File: src/rtl/edge_ts_pkg.sv
// Shared widths and entry layout for the edge timestamp FIFO.
// Entries are packed {seq, ts} with the sequence number in the MSBs.
package edge_ts_pkg;

  localparam int unsigned DEF_TS_W   = 32;
  localparam int unsigned DEF_SEQ_W  = 16;
  localparam int unsigned DEF_DROP_W = 16;
  localparam int unsigned DEF_DEPTH  = 16;

  function automatic int unsigned entry_width(int unsigned seq_w, int unsigned ts_w);
    return seq_w + ts_w;
  endfunction

  localparam int unsigned DEF_ENTRY_W = entry_width(DEF_SEQ_W, DEF_TS_W);

  typedef struct packed {
    logic [DEF_SEQ_W-1:0] seq;
    logic [DEF_TS_W-1:0]  ts;
  } entry_t;

endpackage

File: src/rtl/sync_fifo.sv
// Show-ahead synchronous FIFO with occupancy output; the head word is read
// combinationally from storage. A write into a full FIFO is accepted when a read
// happens in the same cycle.
module sync_fifo #(
  parameter int unsigned W     = 8,
  parameter int unsigned DEPTH = 4,
  localparam int unsigned AW   = $clog2(DEPTH)
) (
  input  logic          clk,
  input  logic          rst_n,
  input  logic          wr_en,
  input  logic [W-1:0]  wr_data,
  input  logic          rd_en,
  output logic [W-1:0]  rd_data,
  output logic          full,
  output logic          empty,
  output logic [AW:0]   level
);

  localparam logic [AW:0] FullCnt = (AW+1)'(DEPTH);

  logic [W-1:0]  mem_q [DEPTH];
  logic [AW-1:0] wr_ptr_q, rd_ptr_q;
  logic [AW:0]   cnt_q;
  logic          do_wr, do_rd;

  assign empty = (cnt_q == '0);
  assign full  = (cnt_q == FullCnt);
  assign level = cnt_q;

  assign do_rd = rd_en & ~empty;
  assign do_wr = wr_en & (~full | do_rd);

  assign rd_data = mem_q[rd_ptr_q];

  always_ff @(posedge clk) begin
    if (!rst_n) begin
      wr_ptr_q <= '0;
      rd_ptr_q <= '0;
      cnt_q    <= '0;
    end else begin
      if (do_wr) wr_ptr_q <= wr_ptr_q + AW'(1);
      if (do_rd) rd_ptr_q <= rd_ptr_q + AW'(1);
      if (do_wr && !do_rd) begin
        cnt_q <= cnt_q + (AW+1)'(1);
      end else if (do_rd && !do_wr) begin
        cnt_q <= cnt_q - (AW+1)'(1);
      end
    end
  end

  // Storage carries no reset; payload is only meaningful while non-empty.
  always_ff @(posedge clk) begin
    if (do_wr) mem_q[wr_ptr_q] <= wr_data;
  end

endmodule

File: src/rtl/edge_timestamp_fifo.sv
// Timestamps accepted event pulses with a free-running cycle counter and a
// sequence number, buffering them for a valid/ready consumer with drop accounting.
module edge_timestamp_fifo
  import edge_ts_pkg::*;
#(
  parameter int unsigned TS_W   = DEF_TS_W,
  parameter int unsigned SEQ_W  = DEF_SEQ_W,
  parameter int unsigned DEPTH  = DEF_DEPTH,
  parameter int unsigned DROP_W = DEF_DROP_W
) (
  input  logic                     clk,
  input  logic                     rst_n,
  input  logic                     en,
  input  logic                     pe_in,
  input  logic                     ts_clr,
  input  logic                     ovf_clr,
  input  logic                     out_ready,
  output logic                     out_valid,
  output logic [TS_W-1:0]          out_ts,
  output logic [SEQ_W-1:0]         out_seq,
  output logic [$clog2(DEPTH):0]   level,
  output logic                     overflow,
  output logic [DROP_W-1:0]        drop_cnt
);

  localparam int unsigned EntryW = entry_width(SEQ_W, TS_W);

  logic [TS_W-1:0]   ts_q;
  logic [SEQ_W-1:0]  seq_q;
  logic [DROP_W-1:0] drop_cnt_q;
  logic              overflow_q;

  logic              evt, push, pop, drop;
  logic              fifo_full, fifo_empty;
  logic [EntryW-1:0] rd_data;

  assign evt  = pe_in & en;
  assign pop  = out_valid & out_ready;
  assign push = evt & (~fifo_full | pop);
  assign drop = evt & ~push;

  always_ff @(posedge clk) begin
    if (!rst_n) begin
      ts_q       <= '0;
      seq_q      <= '0;
      drop_cnt_q <= '0;
      overflow_q <= 1'b0;
    end else begin
      ts_q <= ts_clr ? '0 : ts_q + TS_W'(1);
      // Dropped events still consume a sequence number so losses show as gaps.
      if (evt) seq_q <= seq_q + SEQ_W'(1);
      if (ovf_clr) begin
        drop_cnt_q <= drop ? DROP_W'(1) : '0;
        overflow_q <= drop;
      end else if (drop) begin
        overflow_q <= 1'b1;
        if (drop_cnt_q != '1) drop_cnt_q <= drop_cnt_q + DROP_W'(1);
      end
    end
  end

  sync_fifo #(
    .W     (EntryW),
    .DEPTH (DEPTH)
  ) u_fifo (
    .clk     (clk),
    .rst_n   (rst_n),
    .wr_en   (push),
    .wr_data ({seq_q, ts_q}),
    .rd_en   (pop),
    .rd_data (rd_data),
    .full    (fifo_full),
    .empty   (fifo_empty),
    .level   (level)
  );

  assign out_valid = ~fifo_empty;
  assign out_seq   = rd_data[EntryW-1 -: SEQ_W];
  assign out_ts    = rd_data[TS_W-1:0];
  assign overflow  = overflow_q;
  assign drop_cnt  = drop_cnt_q;

endmodule

File: config.mk
export PLATFORM = sky130hd
export DESIGN_NAME = edge_timestamp_fifo
export DESIGN_NICKNAME = d
export VERILOG_FILES = /design/src/rtl/edge_ts_pkg.sv /design/src/rtl/sync_fifo.sv /design/src/rtl/edge_timestamp_fifo.sv
export SDC_FILE = /design/constraint.sdc
export NUM_CORES = 1
export LEC_CHECK = 0
export ABC_AREA = 0
export ABC_CLOCK_PERIOD_IN_PS = 12300
export CORE_MARGIN = 10
export CORE_UTILIZATION = 50
export CTS_CLUSTER_SIZE = 30
export DETAILED_ROUTE_END_ITERATION = 6
export PLACE_DENSITY = 0.71
export SLEW_MARGIN = 40
export SYNTH_ARGS = -nofsm -noshare
export SYNTH_HDL_FRONTEND = slang
export SYNTH_SLANG_ARGS = --single-unit
export TNS_END_PERCENT = 50
File: constraint.sdc
create_clock -name clk -period 12.3 [get_ports clk]
set_input_delay 2.46 -clock clk [delete_from_list [all_inputs] [get_ports clk]]
set_output_delay 2.46 -clock clk [all_outputs]
set_load 0.01 [all_outputs]
==> metrics.md, run 1 <==
| Metric | Value |
|---|---|
| Drt pass-1 iters | 5 |
| Avg WL per Cell | 26.7 µm |
| Fin crit period | 6.65 ns |
| Maximum fanout along the worst path | 44 |
| Share of layout cells above drive strength 1 | 24.1% |
| Worst Path Required | 9.84 ns |
| Port-buffer cells | 77 |
| Die X-Extent | 276 µm |
| CTS Sinks | 850 |
| Yosys top cell area share | 70.5% |
| Row count | 93 |
| Skew final | 0.0203 ns |
| Cells on worst reg2reg path | 6 |
| Final setup viols | 0 |
| Dominant cells by area after synthesis | edfxtp_1, mux4_2, dfxtp_1 |
| Dpl hpwl | 33700 µm |
| Starting DRT DRC Count | 1737 |
| GRT Overall Usage | 18.2% |
| Remaining global-route overflow | 0 |
| Die height | 276 µm |
| Kind of critical path | reg2out |
| Fin Setup TNS | 0 ns |
| Post-Syn Area | 32700 µm² |
| CP endpoint kind | output pin |
| Initial antenna violation count | 0 |
| Pre-CTS setup slack | 6.18 ns |
| Synth top cells by count | edfxtp_1, mux4_2, dfxtp_1 |
| Hold Fails Final Rpt | 0 |
| Final slew viol count | 0 |
| Post-synth EDFFs | 768 |
| Average size of a mapped cell | 21.3 µm² |
| TritonCTS clock tree | done |
| Max-cap violations | 0 |
| Final antenna-violating net count | 0 |
| Max VDD drop | 0.0000999 V |
| Final instance area | 37300 µm² |
| Post-CTS setup repair buffer count | 0 |
| Register area share after synthesis | 75.5% |
| Largest net degree at the start of global routing | 71 |
| Most used DFF post-synth | edfxtp_1 |
| Fin worst setup slack | 5.65 ns |
| Die area | 76100 µm² |
| Rel. slew slack | 47.0% |
| GP Congestion | 0.735 |
| Pwr dens | 181 nW/µm² |
| Post-CTS Hold Buffers | 0 |
| Total nets after synthesis | 1557 |
| Vias post-DR | 15700 |
| Residual DRC | 0 |
| Number of diodes | 0 |
| #FFs+latches synth | 850 |
| Startpoint types | flop |
| Max frequency | 150 MHz |
| Top cell type by total area after synthesis | edfxtp_1 |
| P&R area growth vs syn | 14.1% |
| Count leader, synth | edfxtp_1 |
| Min-Delay Path Class | reg2reg |
| CTS Buf Count | 83 |
| Resize count post-CTS | 0 |
| Pin slew with the least headroom to its limit | 0.794 ns |
| Hold depth | 2 |
| Vias in the first global route | 16400 |
| DP Area | 34700 µm² |
| RSZ-0062 raised after global routing | no |
| Root Buffer | clkbuf_16 |
| Ys async rst share | 0% |
| First-pass GRT wire length | 104000 µm |
| Clk slew on worst S/H paths | 0.06 ns |
| Ys Warns | 0 |
| # IOs | 78 |
| Skew-Pair Late Insertion Delay | 0.63 ns |
| Distinct cells, synth | 49 |
| # nets final | 1677 |
| Pleak | 11.9 nW |
| Initial Util | 50.7% |
| Synthesized instance count | 1537 |
| Fin crit share | 54.1% |
| Via-to-Cell Ratio | 6.10 |
| Core area | 64600 µm² |
| Critical path arrival | 4.19 ns |
| H-tree Lvls | 3 |
| Final wirelength | 68700 µm |
| Clock Tree Buf Depth | 3 |
| Status | finished clean |
## cell usage in the layout (no fill, tap or decap), types with 11 or more instances in the layout
cell	instances
mux2i_1	11
clkinv_1	19
clkdlybuf4s50_1	77
clkbuf_16	85
edfxtp_1	768
nor2_1	39
mux4_2	240
nand2_1	35
nand3_1	27
o31ai_1	11
dfxtp_1	78
nand4_1	12
nor3_1	17
xor2_1	13
ha_1	12
buf_6	20
inv_1	17
clkbuf_1	20
xnor2_1	17
a21oi_1	34
nor2_4	12
or4_1	15
## critical path, cell delays in order (launching register included)
cell             delay, ns
dfxtp_4               0.67
buf_6                 0.54
buf_6                 0.59
mux4_2                0.58
mux4_2                0.57
clkdlybuf4s50_1       0.53
## flip-flops by register name, summed over array words and instances, names as in the netlist, named ones only
register,flops
drop_cnt,16
overflow,1
seq_q,16
ts_q,32
u_fifo.level,5
u_fifo.mem_q,768
u_fifo.rd_ptr_q,4
u_fifo.wr_ptr_q,4
## stage by stage
stage                     hold slack [ns]  power (mW)  instances  utilization [%]
after detailed placement            0.472        4.42       2426             53.7
after CTS                           0.479        6.84       2575             57.8
final                               0.473        6.76       2576             57.8
after global placement              0.460        4.41       2424             53.6
after floorplan                     0.493        4.06       1537                -
after global routing                0.509        7.02       2576             57.8
## layout make-up
cell class                 instances  area (µm²)
sequential                       850       24700
clock buffer                     112        2300
inverter                          17        63.8
fill                            4537       27300
timing repair buffer             109        1100
multi-input combinational        596        7770
tap                              855        1070
clock inverter                    37         305
## where the power goes
group          internal (mW)  switching (mW)  leakage (nW)
clock                   1.39            1.03          1.27
combinational          0.641           0.492          2.42
sequential              3.14          0.0575          8.21
total                   5.18            1.58          11.9
## kinds of logic (layout without fill, tap and decap cells)
kind of cell	after synthesis	after routing	share of synthesized area, %
muxes	251	251	16.9
buffers and inverters	91	275	1.14
xor gates and xnor gates	30	30	0.803
and+or+nand+nor	222	222	3.63
AOI/OAI and AO/OA	80	80	1.55
DFF	850	850	75.5
adders and majority gates	13	13	0.520
## final timing paths
| check | startpoint | end | slack [ns] |
|---|---|---|---|
| worst min register to register | overflow | overflow | 0.47 |
| worst min-delay path | overflow | overflow | 0.47 |
| worst max register to register | u_fifo.level[0] | u_fifo.mem_q[4][13] | 9.07 |
| worst max-delay path | flop | out_ts[7] | 5.65 |
## layer usage
metal / share of wire (%) / wire [µm] / track usage, %
met5: 0 / 0 / 0
met4: 1.6 / 1070 / 4.66
met3: 7.0 / 4790 / 3.37
met2: 52 / 35400 / 31.1
met1: 40 / 27300 / 24.0
(Power assumes the default switching activity.)
==> run 2, diff against run 1 <==
ABC_CLOCK_PERIOD_IN_PS = 6060   (was 12300)
PLACE_DENSITY = 0.73   (was 0.71)
clock period = 6.06 ns   (was 12.3 ns; I/O delays follow)
==> run 2 against run 1 <==
Final area up 1.7%. Critical endpoint is now out_ts[9]. Via count up 1.5%. Worst hold slack better by 0.0066 ns. Total power up 110%. Clock power up 130%. Wire length up 2.7%. Critical path depth down 1. Combinational power up 110%. Largest cell class unchanged.
==> metrics.md, run 2 (synthesis gave the netlist of run 1 again) <==
| Metric | Value |
|---|---|
| Internal power | 11.1 mW (+110%) |
| Cells on worst reg2reg path | 5 (-1) |
| Most frequent cells in the layout | edfxtp_1, mux4_2, clkbuf_16 |
| Max VDD drop | 0.000215 V (+120%) |
| Residual DRC | 0 (unchanged) |
| TritonCTS clock tree | done |
| Pin slew with the least headroom to its limit | 0.817 ns (+0.0226 ns) |
| Min-Delay Path Class | reg2reg |
| Fin worst setup slack | 1.32 ns (-4.33 ns) |
| End of the worst hold path | overflow |
| Final slew viol count | 0 (unchanged) |
| Die height | 276 µm (unchanged) |
| Worst Path Required | 4.85 ns (-4.99 ns) |
| Skew-Pair Late Insertion Delay | 0.63 ns (about the same) |
| CTS Buf Count | 83 (unchanged) |
| Switch Pwr | 3.32 mW (+110%) |
| Core area | 64600 µm² (unchanged) |
| First-pass GRT wire length | 107000 µm (+3.1%) |
| Final wirelength | 70500 µm (+2.7%) |
| Maximum fanout along the worst path | 28 (-36%) |
| Drt pass-1 iters | 5 (unchanged) |
| Startpoint types | flop |
| Die area | 76100 µm² (unchanged) |
| Pwr dens | 381 nW/µm² (+110%) |
| Skew final | 0.0254 ns (+0.00508 ns) |
| Pre-CTS setup slack | 1.56 ns (-4.62 ns) |
| RSZ-0062 raised after global routing | no |
| Max frequency | 211 MHz |
| GRT Overall Usage | 18.8% (+0.59 points) |
| Initial Util | 50.7% (unchanged) |
| Kind of critical path | reg2out |
| Most flops, register | u_fifo.mem_q |
| # IOs | 78 (unchanged) |
| H-tree Lvls | 3 (unchanged) |
| Vias in the first global route | 16500 (+0.79%) |
| Final setup viols | 0 (unchanged) |
| Placed cells | 2440 (+0.58%) |
| Fin crit period | 4.74 ns |
| Max-cap violations | 0 (unchanged) |
| Remaining global-route overflow | 0 (unchanged) |
| Post-CTS Hold Buffers | 0 (unchanged) |
| # nets final | 1692 (+0.89%) |
| Clock power frac | 38.4% (+2.5 points) |
| Most common cell after layout, fill and taps aside | edfxtp_1 |
| Worst hold start | overflow |
| Clk slew on worst S/H paths | 0.06 ns (about the same) |
| Vias post-DR | 15900 (+1.5%) |
| Fin crit share | 78.2% |
| Hold depth | 2 (unchanged) |
| Layout Utilization | 58.8% (+0.99 points) |
| Resize count post-CTS | 0 (unchanged) |
| Share of layout cells above drive strength 1 | 25.6% (+1.6 points) |
| Largest net degree at the start of global routing | 55 (-23%) |
| Pleak | 11.5 nW (-3.1%) |
| Rel. slew slack | 45.5% (-1.5 points) |
| Number of diodes | 0 (unchanged) |
| Die X-Extent | 276 µm (unchanged) |
| Crit Reg-Reg Startpoint | ts_q[1] |
| Largest regs | u_fifo.mem_q: 768 flops, ts_q: 32 flops |
| R2r endpoint | ts_q[26] |
| Status | finished clean |
| GP Congestion | 0.785 (+6.8%) |
| Post-CTS setup repair buffer count | 0 (unchanged) |
| Root Buffer | clkbuf_16 |
| CP endpoint kind | output pin |
| Avg WL per Cell | 27.1 µm (+1.9%) |
| Dpl hpwl | 38500 µm (+14%) |
| P&R area growth vs syn | 16.0% |
| Switching Fraction | 23.0% (-0.36 points) |
| Fin Setup TNS | 0 ns (unchanged) |
| Via-to-Cell Ratio | 6.14 (+0.70%) |
| Number of flip-flops in the largest register | 768 (unchanged) |
| Critical path arrival | 3.52 ns (-0.67 ns) |
| Hold Fails Final Rpt | 0 (unchanged) |
| Initial antenna violation count | 1 (+1) |
| CTS Sinks | 850 (unchanged) |
| Power share of the sequential group | 44.9% (-2.5 points) |
| Starting DRT DRC Count | 1597 (-8.1%) |
| Combinational power share | 16.7% (about the same) |
| R2r setup slk | 2.92 ns (-6.15 ns) |
| Layout Cells excl Fill | 2596 (+0.78%) |
| Fill cell count | 4454 (-1.8%) |
| Port-buffer cells | 77 (unchanged) |
| Clock Tree Buf Depth | 3 (unchanged) |
| Row count | 93 (unchanged) |
| Final antenna-violating net count | 0 (unchanged) |
==> run 2: cell types whose count changed in the layout (fill, tap and decap cells not counted), sizes merged <==
cell,change
buf,+14
bufinv,+12
clkinv,-11
clkinvlp,+6
inv,-1
==> run 2: routing by layer <==
| layer | wire, µm | track usage [%] |
|---|---|---|
| met1 | 27900 | 25.2 |
| met2 | 36100 | 31.3 |
| met3 | 5010 | 3.76 |
| met4 | 1480 | 5.23 |
| met5 | 0 | 0 |
==> run 2: critical path, stage by stage, from the launching register on <==
cell and delay (ns):
dfxtp_4 0.74, buf_4 0.55, mux4_2 0.57, mux4_2 0.50, clkdlybuf4s50_1 0.50
==> run 2: metrics by stage <==
step / power [mW] / hold WS [ns] / cell area (µm²)
2_1_floorplan: 8.24 / 0.493 / 32700
3_3_place_gp: 9.06 / 0.460 / 34800
3_5_place_dp: 9.08 / 0.473 / 35000
4_1_cts: 14.6 / 0.482 / 37900
5_1_grt: 15.0 / 0.502 / 38000
6_report: 14.5 / 0.480 / 38000
==> run 2: worst max path at each step <==
| stage | from | endpoint | slack [ns] | depth (start not counted) |
|---|---|---|---|---|
| finish | flop | out_ts[9] | 1.32 | 4 |
| global route | flop | out_ts[9] | 1.08 | 4 |
| CTS | flop | out_ts[9] | 1.21 | 4 |
| detailed placement | pe_in | u_fifo.mem_q[5][6] | 1.56 | 6 |
| global placement | pe_in | u_fifo.mem_q[12][4] | 1.59 | 6 |
| floorplan | pe_in | u_fifo.mem_q[0][0] | 0.36 | 4 |
==> run 2: layout make-up <==
| cell class | count | area, µm² | area share [%] |
|---|---|---|---|
| Clock inverter | 43 | 664 | 1.75 |
| Inverter | 17 | 63.8 | 0.168 |
| Tap cell | 855 | 1070 | 2.82 |
| Multi-Input combinational cell | 596 | 7770 | 20.5 |
| Timing Repair Buffer | 124 | 1360 | 3.58 |
| Clock buffer | 111 | 2330 | 6.13 |
| Sequential cell | 850 | 24700 | 65.1 |
==> run 2: power groups by stage <==
| stage | sequential (mW) | clock, mW | combinational, mW |
|---|---|---|---|
| final | 6.50 | 5.55 | 2.41 |
| after global routing | 6.51 | 5.88 | 2.58 |
| after CTS | 6.53 | 5.63 | 2.44 |
| after detailed placement | 6.65 | 0 | 2.43 |
| after global placement | 6.65 | 0 | 2.40 |
| after floorplan | 6.55 | 0 | 1.69 |
==> run 3, diff against run 2 <==
ABC_CLOCK_PERIOD_IN_PS = 4900   (was 6060)
PLACE_DENSITY = 0.71   (was 0.73)
clock period = 4.9 ns   (was 6.06 ns; I/O delays follow)
==> run 3 against run 2 <==
Clock skew shrank 0.0078 ns. Via count is 0.92% lower. Core utilization decreased by 0.47 points. Global-route usage hardly changed. Sequential share of layout area increased by 0.53 points. First-iteration DRC count up 0.81%. Register-to-register slack got worse by 1.2 ns. Sequential power increased by 23%. Largest cell class unchanged.
==> metrics.md, run 3 (synthesis gave the netlist of run 1 again) <==
| Metric | Value |
|---|---|
| Status | finished clean |
| Post-CTS setup repair buffer count | 0 (unchanged) |
| Critical path arrival | 3.27 ns (-0.25 ns) |
| TritonCTS clock tree | done |
| Drt pass-1 iters | 5 (unchanged) |
| H-tree Lvls | 3 (unchanged) |
| Rel. slew slack | 46.5% (+1.0 points) |
| Avg WL per Cell | 27.1 µm (-0.17%) |
| # nets final | 1691 (-0.059%) |
| Dpl hpwl | 36500 µm (-5.3%) |
| Number of diodes | 0 (unchanged) |
| RSZ-0062 raised after global routing | no |
| Root Buffer | clkbuf_16 |
| Via-to-Cell Ratio | 6.08 (-0.95%) |
| Most frequent cells in the layout | edfxtp_1, mux4_2, clkbuf_16 |
| Most flops, register | u_fifo.mem_q |
| Die height | 276 µm (unchanged) |
| Fin crit share | 86.7% |
| Worst Path Required | 3.92 ns (-0.93 ns) |
| Port-buffer cells | 77 (unchanged) |
| Vias post-DR | 15800 (-0.92%) |
| Hold Fails Final Rpt | 0 (unchanged) |
| Post-CTS Hold Buffers | 0 (unchanged) |
| P&R area growth vs syn | 15.1% |
| Die area | 76100 µm² (unchanged) |
| Pleak | 11.4 nW (-1.4%) |
| Share of layout cells above drive strength 1 | 25.5% (-0.072 points) |
| Skew-Pair Late Insertion Delay | 0.64 ns (about the same) |
| Min-Delay Path Class | reg2reg |
| Final antenna-violating net count | 0 (unchanged) |
| Die X-Extent | 276 µm (unchanged) |
| Clock Tree Buf Depth | 3 (unchanged) |
| Row count | 93 (unchanged) |
| CTS Buf Count | 85 (+2.4%) |
| CTS Sinks | 850 (unchanged) |
| Most common cell after layout, fill and taps aside | edfxtp_1 |
| GRT Overall Usage | 18.8% (about the same) |
| Max-cap violations | 0 (unchanged) |
| Residual DRC | 0 (unchanged) |
| # IOs | 78 (unchanged) |
| Resize count post-CTS | 0 (unchanged) |
| Fin worst setup slack | 0.654 ns (-0.670 ns) |
| Kind of critical path | reg2out |
| WHS | 0.471 ns (-0.00899 ns) |
| Maximum fanout along the worst path | 28 (unchanged) |
| Largest regs | u_fifo.mem_q: 768 flops, ts_q: 32 flops |
| Fin Setup TNS | 0 ns (unchanged) |
| Starting DRT DRC Count | 1610 (+0.81%) |
| CP endpoint kind | output pin |
| Fin crit period | 4.25 ns |
| Number of flip-flops in the largest register | 768 (unchanged) |
| Remaining global-route overflow | 0 (unchanged) |
| Clk slew on worst S/H paths | 0.06 ns (about the same) |
| Max frequency | 236 MHz |
| Largest net degree at the start of global routing | 86 (+56%) |
| Final instance area | 37700 µm² (-0.80%) |
| Final setup viols | 0 (unchanged) |
| DP Area | 34900 µm² (about the same) |
| Pin slew with the least headroom to its limit | 0.801 ns (-0.0162 ns) |
| Pwr dens | 457 nW/µm² (+20%) |
| Final slew viol count | 0 (unchanged) |
| Fill cell count | 4551 (+2.2%) |
| Tot Pwr | 17.2 mW (+19%) |
| Pre-CTS setup slack | 0.906 ns (-0.656 ns) |
| GP Congestion | 0.784 (about the same) |
| Initial Util | 50.7% (unchanged) |
| Max VDD drop | 0.000288 V (+34%) |
| Startpoint types | flop |
| First-pass GRT wire length | 106000 µm (-0.72%) |
| Vias in the first global route | 16500 (+0.024%) |
| Initial antenna violation count | 0 (-1) |
| Final wirelength | 70400 µm (-0.13%) |
| Skew final | 0.0176 ns (-0.00778 ns) |
| Core area | 64600 µm² (unchanged) |
## run 3: cell types whose count changed in the layout (fill, tap and decap cells not counted), sizes merged
cell / previous run / this run
buf: 46 / 44
bufinv: 16 / 4
clkbuf: 112 / 114
clkinv: 19 / 30
clkinvlp: 7 / 5
inv: 18 / 22
## run 3: area by class of cell
| type | count | area [µm²] | area share, % |
|---|---|---|---|
| clock buffer | 114 | 2340 | 6.21 |
| multi-input combinational | 596 | 7780 | 20.7 |
| sequential | 850 | 24700 | 65.6 |
| timing repair buffer | 121 | 1310 | 3.48 |
| clock inverter | 44 | 385 | 1.02 |
| inverter | 17 | 63.8 | 0.169 |
| tap | 855 | 1070 | 2.84 |
## run 3: layer usage
layer,vias up,routed length [µm],GRT usage (%)
met2,543,36400,32.0
met3,126,4050,3.19
met5,-,0,0
met1,8391,28000,24.3
li1,6728,-,-
met4,0,1920,6.64
## run 3: stage by stage
step,utilization (%),instances
detailed placement,54.1,2439
CTS,58.3,2597
global route,58.3,2597
global placement,54.1,2438
floorplan,-,1537
finish,58.3,2597
## run 3: path summary, 6_finish.rpt
path                endpoint  cells past startpoint  slack (ns)            start
max               out_seq[4]                      4        0.65             flop
min                 overflow                      2        0.47         overflow
max reg2reg  u_fifo.level[4]                      9        1.75  u_fifo.level[0]
min reg2reg         overflow                      2        0.47         overflow
## run 3: report_power, final
part           switching, mW  total, mW  internal [mW]
registers              0.118       8.01           7.89
logic                   1.27       2.92           1.65
clock network           2.70       6.30           3.59
total                   4.10       17.2           13.1
## run 3: critical path: stages (launching register included)
cell	delay, ns
dfxtp_4	0.49
buf_4	0.53
mux4_2	0.58
mux4_2	0.51
clkdlybuf4s50_1	0.51
